### src/rtl/if_pkg.sv
// rtl/if_pkg.sv - shared fetch-state encoding and width/PC defaults for the IF fetch sequencer
package if_pkg;

    localparam int IF_ADDR_W = 32;
    localparam int IF_DATA_W = 32;
    localparam logic [31:0] IF_RESET_PC = 32'h0000_0000;
    localparam logic [31:0] IF_PC_STEP  = 32'd4;

    typedef enum logic [1:0] {
        S_IDLE,
        S_REQ,
        S_SQUASH,
        S_OUT
    } fetch_state_t;

endpackage

### src/rtl/if_fetch_perf.sv
// rtl/if_fetch_perf.sv - saturating fetch/squash event counters (built only with IF_FETCH_PERF_EN)
`ifdef IF_FETCH_PERF_EN
module if_fetch_perf (
    input  logic        clk,
    input  logic        rst,
    input  logic        fetch_inc,
    input  logic        squash_inc,
    output logic [31:0] perf_fetch,
    output logic [31:0] perf_squash
);

    always_ff @(posedge clk) begin
        if (rst) begin
            perf_fetch  <= '0;
            perf_squash <= '0;
        end else begin
            if (fetch_inc && (perf_fetch != '1))
                perf_fetch <= perf_fetch + 32'd1;
            if (squash_inc && (perf_squash != '1))
                perf_squash <= perf_squash + 32'd1;
        end
    end

endmodule
`endif

### src/rtl/if_fetch_ctrl.sv
// rtl/if_fetch_ctrl.sv - IF-stage fetch sequencer for a req/ready instruction memory
// Optional perf counters are built when IF_FETCH_PERF_EN is defined.
module if_fetch_ctrl
    import if_pkg::*;
#(
    parameter int                ADDR_W   = IF_ADDR_W,
    parameter int                DATA_W   = IF_DATA_W,
    parameter logic [ADDR_W-1:0] RESET_PC = ADDR_W'(IF_RESET_PC),
    parameter logic [ADDR_W-1:0] PC_STEP  = ADDR_W'(IF_PC_STEP)
) (
    input  logic              clk,
    input  logic              rst,
    input  logic              freeze,
    input  logic              Branch_Tacken,
    input  logic [ADDR_W-1:0] Branch_Address,
    output logic              mem_req,
    output logic [ADDR_W-1:0] mem_addr,
    input  logic              mem_ready,
    input  logic [DATA_W-1:0] mem_rdata,
    output logic              inst_valid,
    output logic [DATA_W-1:0] Instruction,
    output logic [ADDR_W-1:0] pc_plus4,
    output logic [31:0]       perf_fetch,
    output logic [31:0]       perf_squash
);

    fetch_state_t      state, state_d;
    logic [ADDR_W-1:0] pc, pc_d;
    logic [ADDR_W-1:0] addr_q, addr_d;
    logic [ADDR_W-1:0] pc4_q, pc4_d;
    logic [DATA_W-1:0] inst_q, inst_d;
    logic [ADDR_W-1:0] addr_step;
    logic              fetch_inc;
    logic              squash_inc;

    assign addr_step = addr_q + PC_STEP;

    always_ff @(posedge clk) begin
        if (rst) begin
            state  <= S_IDLE;
            pc     <= RESET_PC;
            addr_q <= RESET_PC;
            pc4_q  <= '0;
            inst_q <= '0;
        end else begin
            state  <= state_d;
            pc     <= pc_d;
            addr_q <= addr_d;
            pc4_q  <= pc4_d;
            inst_q <= inst_d;
        end
    end

    always_comb begin
        state_d    = state;
        pc_d       = pc;
        addr_d     = addr_q;
        pc4_d      = pc4_q;
        inst_d     = inst_q;
        fetch_inc  = 1'b0;
        squash_inc = 1'b0;
        case (state)
            S_IDLE: begin
                state_d = S_REQ;
                addr_d  = pc;
            end
            S_REQ: begin
                if (Branch_Tacken) begin
                    pc_d = Branch_Address;
                    if (mem_ready) begin
                        addr_d     = Branch_Address;
                        squash_inc = 1'b1;
                    end else begin
                        state_d = S_SQUASH;
                    end
                end else if (mem_ready) begin
                    state_d   = S_OUT;
                    inst_d    = mem_rdata;
                    pc4_d     = addr_step;
                    pc_d      = addr_step;
                    fetch_inc = 1'b1;
                end
            end
            // The memory cannot abort, so the stale response is awaited and dropped.
            S_SQUASH: begin
                if (Branch_Tacken)
                    pc_d = Branch_Address;
                if (mem_ready) begin
                    state_d    = S_REQ;
                    addr_d     = Branch_Tacken ? Branch_Address : pc;
                    squash_inc = 1'b1;
                end
            end
            S_OUT: begin
                if (Branch_Tacken) begin
                    state_d = S_REQ;
                    addr_d  = Branch_Address;
                    pc_d    = Branch_Address;
                end else if (!freeze) begin
                    state_d = S_REQ;
                    addr_d  = pc;
                end
            end
            default: state_d = S_IDLE;
        endcase
    end

    assign mem_req     = (state == S_REQ) || (state == S_SQUASH);
    assign mem_addr    = addr_q;
    assign inst_valid  = (state == S_OUT);
    assign Instruction = inst_q;
    assign pc_plus4    = pc4_q;

`ifdef IF_FETCH_PERF_EN
    if_fetch_perf u_perf (
        .clk        (clk),
        .rst        (rst),
        .fetch_inc  (fetch_inc),
        .squash_inc (squash_inc),
        .perf_fetch (perf_fetch),
        .perf_squash(perf_squash)
    );
`else
    logic unused_perf;
    assign unused_perf = fetch_inc ^ squash_inc;
    assign perf_fetch  = '0;
    assign perf_squash = '0;
`endif

endmodule

### config.mk
export PLATFORM = sky130hd
export DESIGN_NAME = if_fetch_ctrl
export DESIGN_NICKNAME = d
export VERILOG_FILES = /design/src/rtl/if_pkg.sv /design/src/rtl/if_fetch_perf.sv /design/src/rtl/if_fetch_ctrl.sv
export SDC_FILE = /design/constraint.sdc
export NUM_CORES = 1
export LEC_CHECK = 0
export BUFFER_PORTS_ARGS = -buffer_cell sky130_fd_sc_hd__buf_2
export CAP_MARGIN = 20
export CORE_ASPECT_RATIO = 0.7
export CORE_MARGIN = 3
export CORE_UTILIZATION = 45
export CTS_CLUSTER_SIZE = 28
export DETAILED_ROUTE_END_ITERATION = 7
export PLACE_DENSITY = 0.77
export SKIP_CTS_REPAIR_TIMING = 1
export SLEW_MARGIN = 20
export SYNTH_ARGS = -nofsm -noshare
export SYNTH_HDL_FRONTEND = slang
export SYNTH_HIERARCHICAL = 1
export SYNTH_SLANG_ARGS = --single-unit
export TNS_END_PERCENT = 100
### constraint.sdc
create_clock -name clk -period 2.2 [get_ports clk]
set_clock_uncertainty 0.05 [all_clocks]
set_input_delay 0.11 -clock clk [delete_from_list [all_inputs] [get_ports clk]]
set_output_delay 0.11 -clock clk [all_outputs]
set_load 0.02 [all_outputs]
==> impl_metrics.xml <==
<?xml version="1.0" encoding="UTF-8"?>
<metrics>
  <group name="status">
    <metric name="run_status" unit="">complete, but fails checks</metric>
    <metric name="failed_checks" unit="">hold timing</metric>
  </group>
  <group name="yosys">
    <metric name="netlist_area" unit="µm²">6340</metric>
    <metric name="async_reset_ff_frac" unit="">0</metric>
    <metric name="netlist-cell-type-count" unit="">56</metric>
    <metric name="ys_dominant_reg_cell" unit="">sky130_fd_sc_hd__dfxtp_1</metric>
    <metric name="synthesized_area_divided_by_synthesized_cell_count" unit="µm²">8.12</metric>
    <metric name="synth_edf_count" unit="">0</metric>
    <metric name="synth_seq_area_share" unit="">0.411</metric>
    <metric name="postSynthCellCount" unit="">780</metric>
    <metric name="number_of_synthesized_register_bits" unit="">130</metric>
    <metric name="synth_warnings" unit="">6</metric>
  </group>
  <group name="critical_path">
    <metric name="worst_path_max_stage_delay" unit="ns">0.42</metric>
    <metric name="crit_path_top_delay_cell" unit="">sky130_fd_sc_hd__a211o_4</metric>
    <metric name="criticalPathCategory" unit="">flip-flop to flip-flop</metric>
    <metric name="cp_max_fo" unit="">9</metric>
    <metric name="cp_cell_sequence" unit="">inv_1 &gt; ha_1 &gt; or2_2 &gt; a211o_4 &gt; a22oi_1 &gt; o22a_1 &gt; o31ai_1</metric>
    <metric name="timing.critical_path.from_type" unit="">flip-flop</metric>
    <metric name="timing.critical_path.from" unit="">state[0]$_SDFFE_PP0P_</metric>
    <metric name="crit_path_end_kind" unit="">flip-flop</metric>
    <metric name="worst-endpoint-required" unit="ns">2.44</metric>
    <metric name="endpoint_of_the_most_critical_setup_path" unit="">pc[21]$_SDFFE_PP0P_</metric>
    <metric name="r2r_startpoint" unit="">state[0]$_SDFFE_PP0P_</metric>
    <metric name="worst_endpoint_data_arrival_time" unit="ns">2.31</metric>
    <metric name="ff2ff_setup_slack" unit="ns">0.13</metric>
    <metric name="timing.reg2reg.worst_path_depth" unit="">7</metric>
    <metric name="r2r_end" unit="">pc[21]$_SDFFE_PP0P_</metric>
  </group>
  <group name="timing">
    <metric name="max_clock_freq" unit="GHz">0.484</metric>
    <metric name="relSlewSlack" unit="">0.661</metric>
    <metric name="setup_tns" unit="ns">0</metric>
    <metric name="grt_setup_unrepaired" unit="">false</metric>
    <metric name="min_period_over_period" unit="">0.939</metric>
    <metric name="timing.final.crit_period" unit="ns">2.07</metric>
    <metric name="hold_viol" unit="">3</metric>
    <metric name="worstMarginPinSlew" unit="ns">0.495</metric>
    <metric name="final-setup-viol-count" unit="">0</metric>
    <metric name="report.final.slew_viol_count" unit="">0</metric>
    <metric name="worst_hold_slack_across_all_endpoints" unit="ns">-0.0374</metric>
  </group>
  <group name="clocking">
    <metric name="numCtsBuffers" unit="">17</metric>
    <metric name="tritoncts" unit="">built</metric>
    <metric name="clock_latency" unit="ns">0.42</metric>
    <metric name="htree_levels" unit="">4</metric>
    <metric name="clk_transition_reported_paths" unit="ns">0.06</metric>
    <metric name="cts_num_sinks" unit="">130</metric>
    <metric name="ctsLongestPathBuffers" unit="">2</metric>
    <metric name="cts_root_buf" unit="">sky130_fd_sc_hd__clkbuf_16</metric>
  </group>
  <group name="final_layout">
    <metric name="finish.net_count" unit="">1071</metric>
    <metric name="drive_gt1_frac" unit="">0.269</metric>
    <metric name="finish.instance_area" unit="µm²">8460</metric>
    <metric name="diodes" unit="">0</metric>
    <metric name="area_delta_synth_final" unit="%">33.5</metric>
  </group>
  <group name="global_routing">
    <metric name="initial_antenna_violation_count" unit="">0</metric>
    <metric name="grt_usage" unit="">0.238</metric>
    <metric name="first_global_vias" unit="">5630</metric>
    <metric name="pin_count_of_the_biggest_net_entering_global_routing" unit="">48</metric>
    <metric name="grt_first_pass_wirelength" unit="µm">29800</metric>
    <metric name="grt-ovfl-total" unit="">0</metric>
  </group>
  <group name="power_and_ir_drop">
    <metric name="power.density" unit="nW/µm²">892</metric>
    <metric name="total_leakage_power" unit="nW">3.63</metric>
    <metric name="total_power" unit="mW">7.54</metric>
    <metric name="max-vdd-ir-drop" unit="mV">0.578</metric>
  </group>
  <group name="detailed_routing">
    <metric name="detail_route.wirelength" unit="µm">20100</metric>
    <metric name="via_count" unit="">6483</metric>
    <metric name="route.detailed.drc" unit="">0</metric>
    <metric name="post_drt_via_cell_ratio" unit="">5.43</metric>
    <metric name="avgRoutedWirePerCell" unit="µm">16.8</metric>
    <metric name="antenna_violating_nets_post_route" unit="">0</metric>
    <metric name="number_of_iterations_in_the_first_detailed_routing_pass" unit="">6</metric>
    <metric name="drt_iter0_markers" unit="">730</metric>
  </group>
  <group name="placed_design">
    <metric name="port-buffer-count" unit="">166</metric>
    <metric name="placedInstanceArea" unit="µm²">7360</metric>
    <metric name="post_detail_place_hpwl" unit="µm">13700</metric>
    <metric name="place_congestion" unit="">0.899</metric>
  </group>
  <group name="die">
    <metric name="num_io_pins" unit="">231</metric>
    <metric name="placementRows" unit="">35</metric>
    <metric name="initial_core_util" unit="">0.471</metric>
    <metric name="die_area" unit="µm²">15600</metric>
    <metric name="die_w" unit="µm">148</metric>
    <metric name="fp.dieH" unit="µm">105</metric>
    <metric name="core_area" unit="µm²">13400</metric>
  </group>
  <group name="run">
    <metric name="max-cap-violations" unit="">0</metric>
  </group>
  <group name="worst_hold_path">
    <metric name="min-delay-path-class" unit="">input pin to flip-flop</metric>
  </group>
</metrics>
==> how the worst min path moves through the flow <==
stage | from | to | slack [ns] | cells past startpoint
6_report | Branch_Address[4] | pc[4]$_SDFFE_PP0P_ | -0.04 | 3
5_1_grt | Branch_Address[24] | pc[24]$_SDFFE_PP0P_ | 0.0002 | 3
4_1_cts | mem_rdata[28] | Instruction[28]$_SDFFE_PP0P_ | -0.13 | 3
3_5_place_dp | mem_rdata[28] | Instruction[28]$_SDFFE_PP0P_ | 0.31 | 3
3_3_place_gp | mem_rdata[21] | Instruction[21]$_SDFFE_PP0P_ | 0.30 | 3
2_1_floorplan | mem_rdata[0] | Instruction[0]$_SDFFE_PP0P_ | 0.20 | 2
==> layout by cell type (no fill, tap or decap), drive strengths merged, types with 3 or more instances in the layout <==
master	n
and4	4
ha	5
nor3	20
o21ai	37
clkbuf	18
clkinv	7
conb	64
nor2	95
o22ai	6
a211oi	49
a31oi	3
o31a	4
nor2b	3
dfxtp	130
or3	4
bufinv	5
xnor2	18
o211ai	3
a22oi	39
nand3	10
o221a	3
o31ai	3
nand4	12
nand2	84
xor2	6
dlygate4sd3	42
o221ai	4
nor3b	3
inv	12
a222oi	3
and2	4
a2111oi	6
a21oi	58
nor4	5
buf	220
==> cells in the mapped netlist, types with 4 or more instances <==
cell	n	area, µm²
sky130_fd_sc_hd__o221ai_1	4	35.0
sky130_fd_sc_hd__o21ai_0	35	175
sky130_fd_sc_hd__o31a_1	4	35.0
sky130_fd_sc_hd__or3_1	4	25.0
sky130_fd_sc_hd__nor2_1	95	357
sky130_fd_sc_hd__a211oi_1	49	368
sky130_fd_sc_hd__and2_1	4	25.0
sky130_fd_sc_hd__buf_4	66	495
sky130_fd_sc_hd__dfxtp_1	130	2600
sky130_fd_sc_hd__xor2_1	6	52.6
sky130_fd_sc_hd__nand4_1	10	62.6
sky130_fd_sc_hd__nand2_1	84	315
sky130_fd_sc_hd__nand3_1	9	45.0
sky130_fd_sc_hd__inv_1	11	41.3
sky130_fd_sc_hd__o22ai_1	6	37.5
sky130_fd_sc_hd__a22oi_1	39	293
sky130_fd_sc_hd__and4_1	4	35.0
sky130_fd_sc_hd__clkbuf_1	56	210
sky130_fd_sc_hd__a21oi_1	58	290
sky130_fd_sc_hd__nor3_1	19	95.1
sky130_fd_sc_hd__nor4_1	4	25.0
sky130_fd_sc_hd__xnor2_1	18	158
sky130_fd_sc_hd__ha_1	5	62.6
==> sequential cells by signal, summed over array words and instances (netlist names) <==
name and flops:
Instruction 32, mem_addr 32, state 2, pc_plus4 32, pc 32
==> worst max-delay path: cells and delay by family, from the launching register on <==
| family | cells | cell delay (ns) |
|---|---|---|
| buf+inv | 1 | 0.08 |
| simple gates | 1 | 0.35 |
| compound gates | 4 | 0.86 |
| flops | 1 | 0.35 |
| fa+ha+maj | 1 | 0.25 |
==> cell type report <==
cell class | instances | area [µm²]
tap | 185 | 231
clock inverter | 14 | 211
timing repair buffer | 262 | 1700
sequential | 130 | 2600
multi-input combinational | 574 | 3230
clock buffer | 18 | 439
fill | 1141 | 4980
inverter | 12 | 45.0
==> power by group <==
group	switching (mW)	internal (mW)
Sequential	0.159	2.57
Clock	1.09	2.04
Combinational	1.05	0.636
==> layer usage <==
layer	wire (µm)	part of all wire	global-route usage	up-vias
met5	0	0	0	-
met4	195	0.0097	0.0468	0
met3	2140	0.11	0.0752	26
met2	9040	0.45	0.354	344
met1	8690	0.43	0.340	3019
li1	-	-	-	3094
==> cell families after synthesis <==
kind of cell,share of synthesized area
flip-flops,0.411
adder cells (fa/ha/maj),0.00987
buffers and inverters,0.123
XOR/XNOR,0.0332
AO/OA/AOI/OAI,0.244
AND/OR/NAND/NOR,0.178
other,0.000592
==> stage by stage <==
| step | setup slack [ns] | cells | hold WS (ns) | utilization |
|---|---|---|---|---|
| global placement | 0.115 | 1121 | 0.300 | 0.548 |
| detailed placement | 0.0464 | 1121 | 0.308 | 0.548 |
| finish | 0.134 | 1195 | -0.0374 | 0.629 |
| CTS | 0.0231 | 1153 | -0.130 | 0.596 |
| floorplan | 0.0226 | 843 | 0.196 | - |
| global route | 0.0132 | 1195 | 0.000167 | 0.629 |
(Power assumes the default switching activity.)
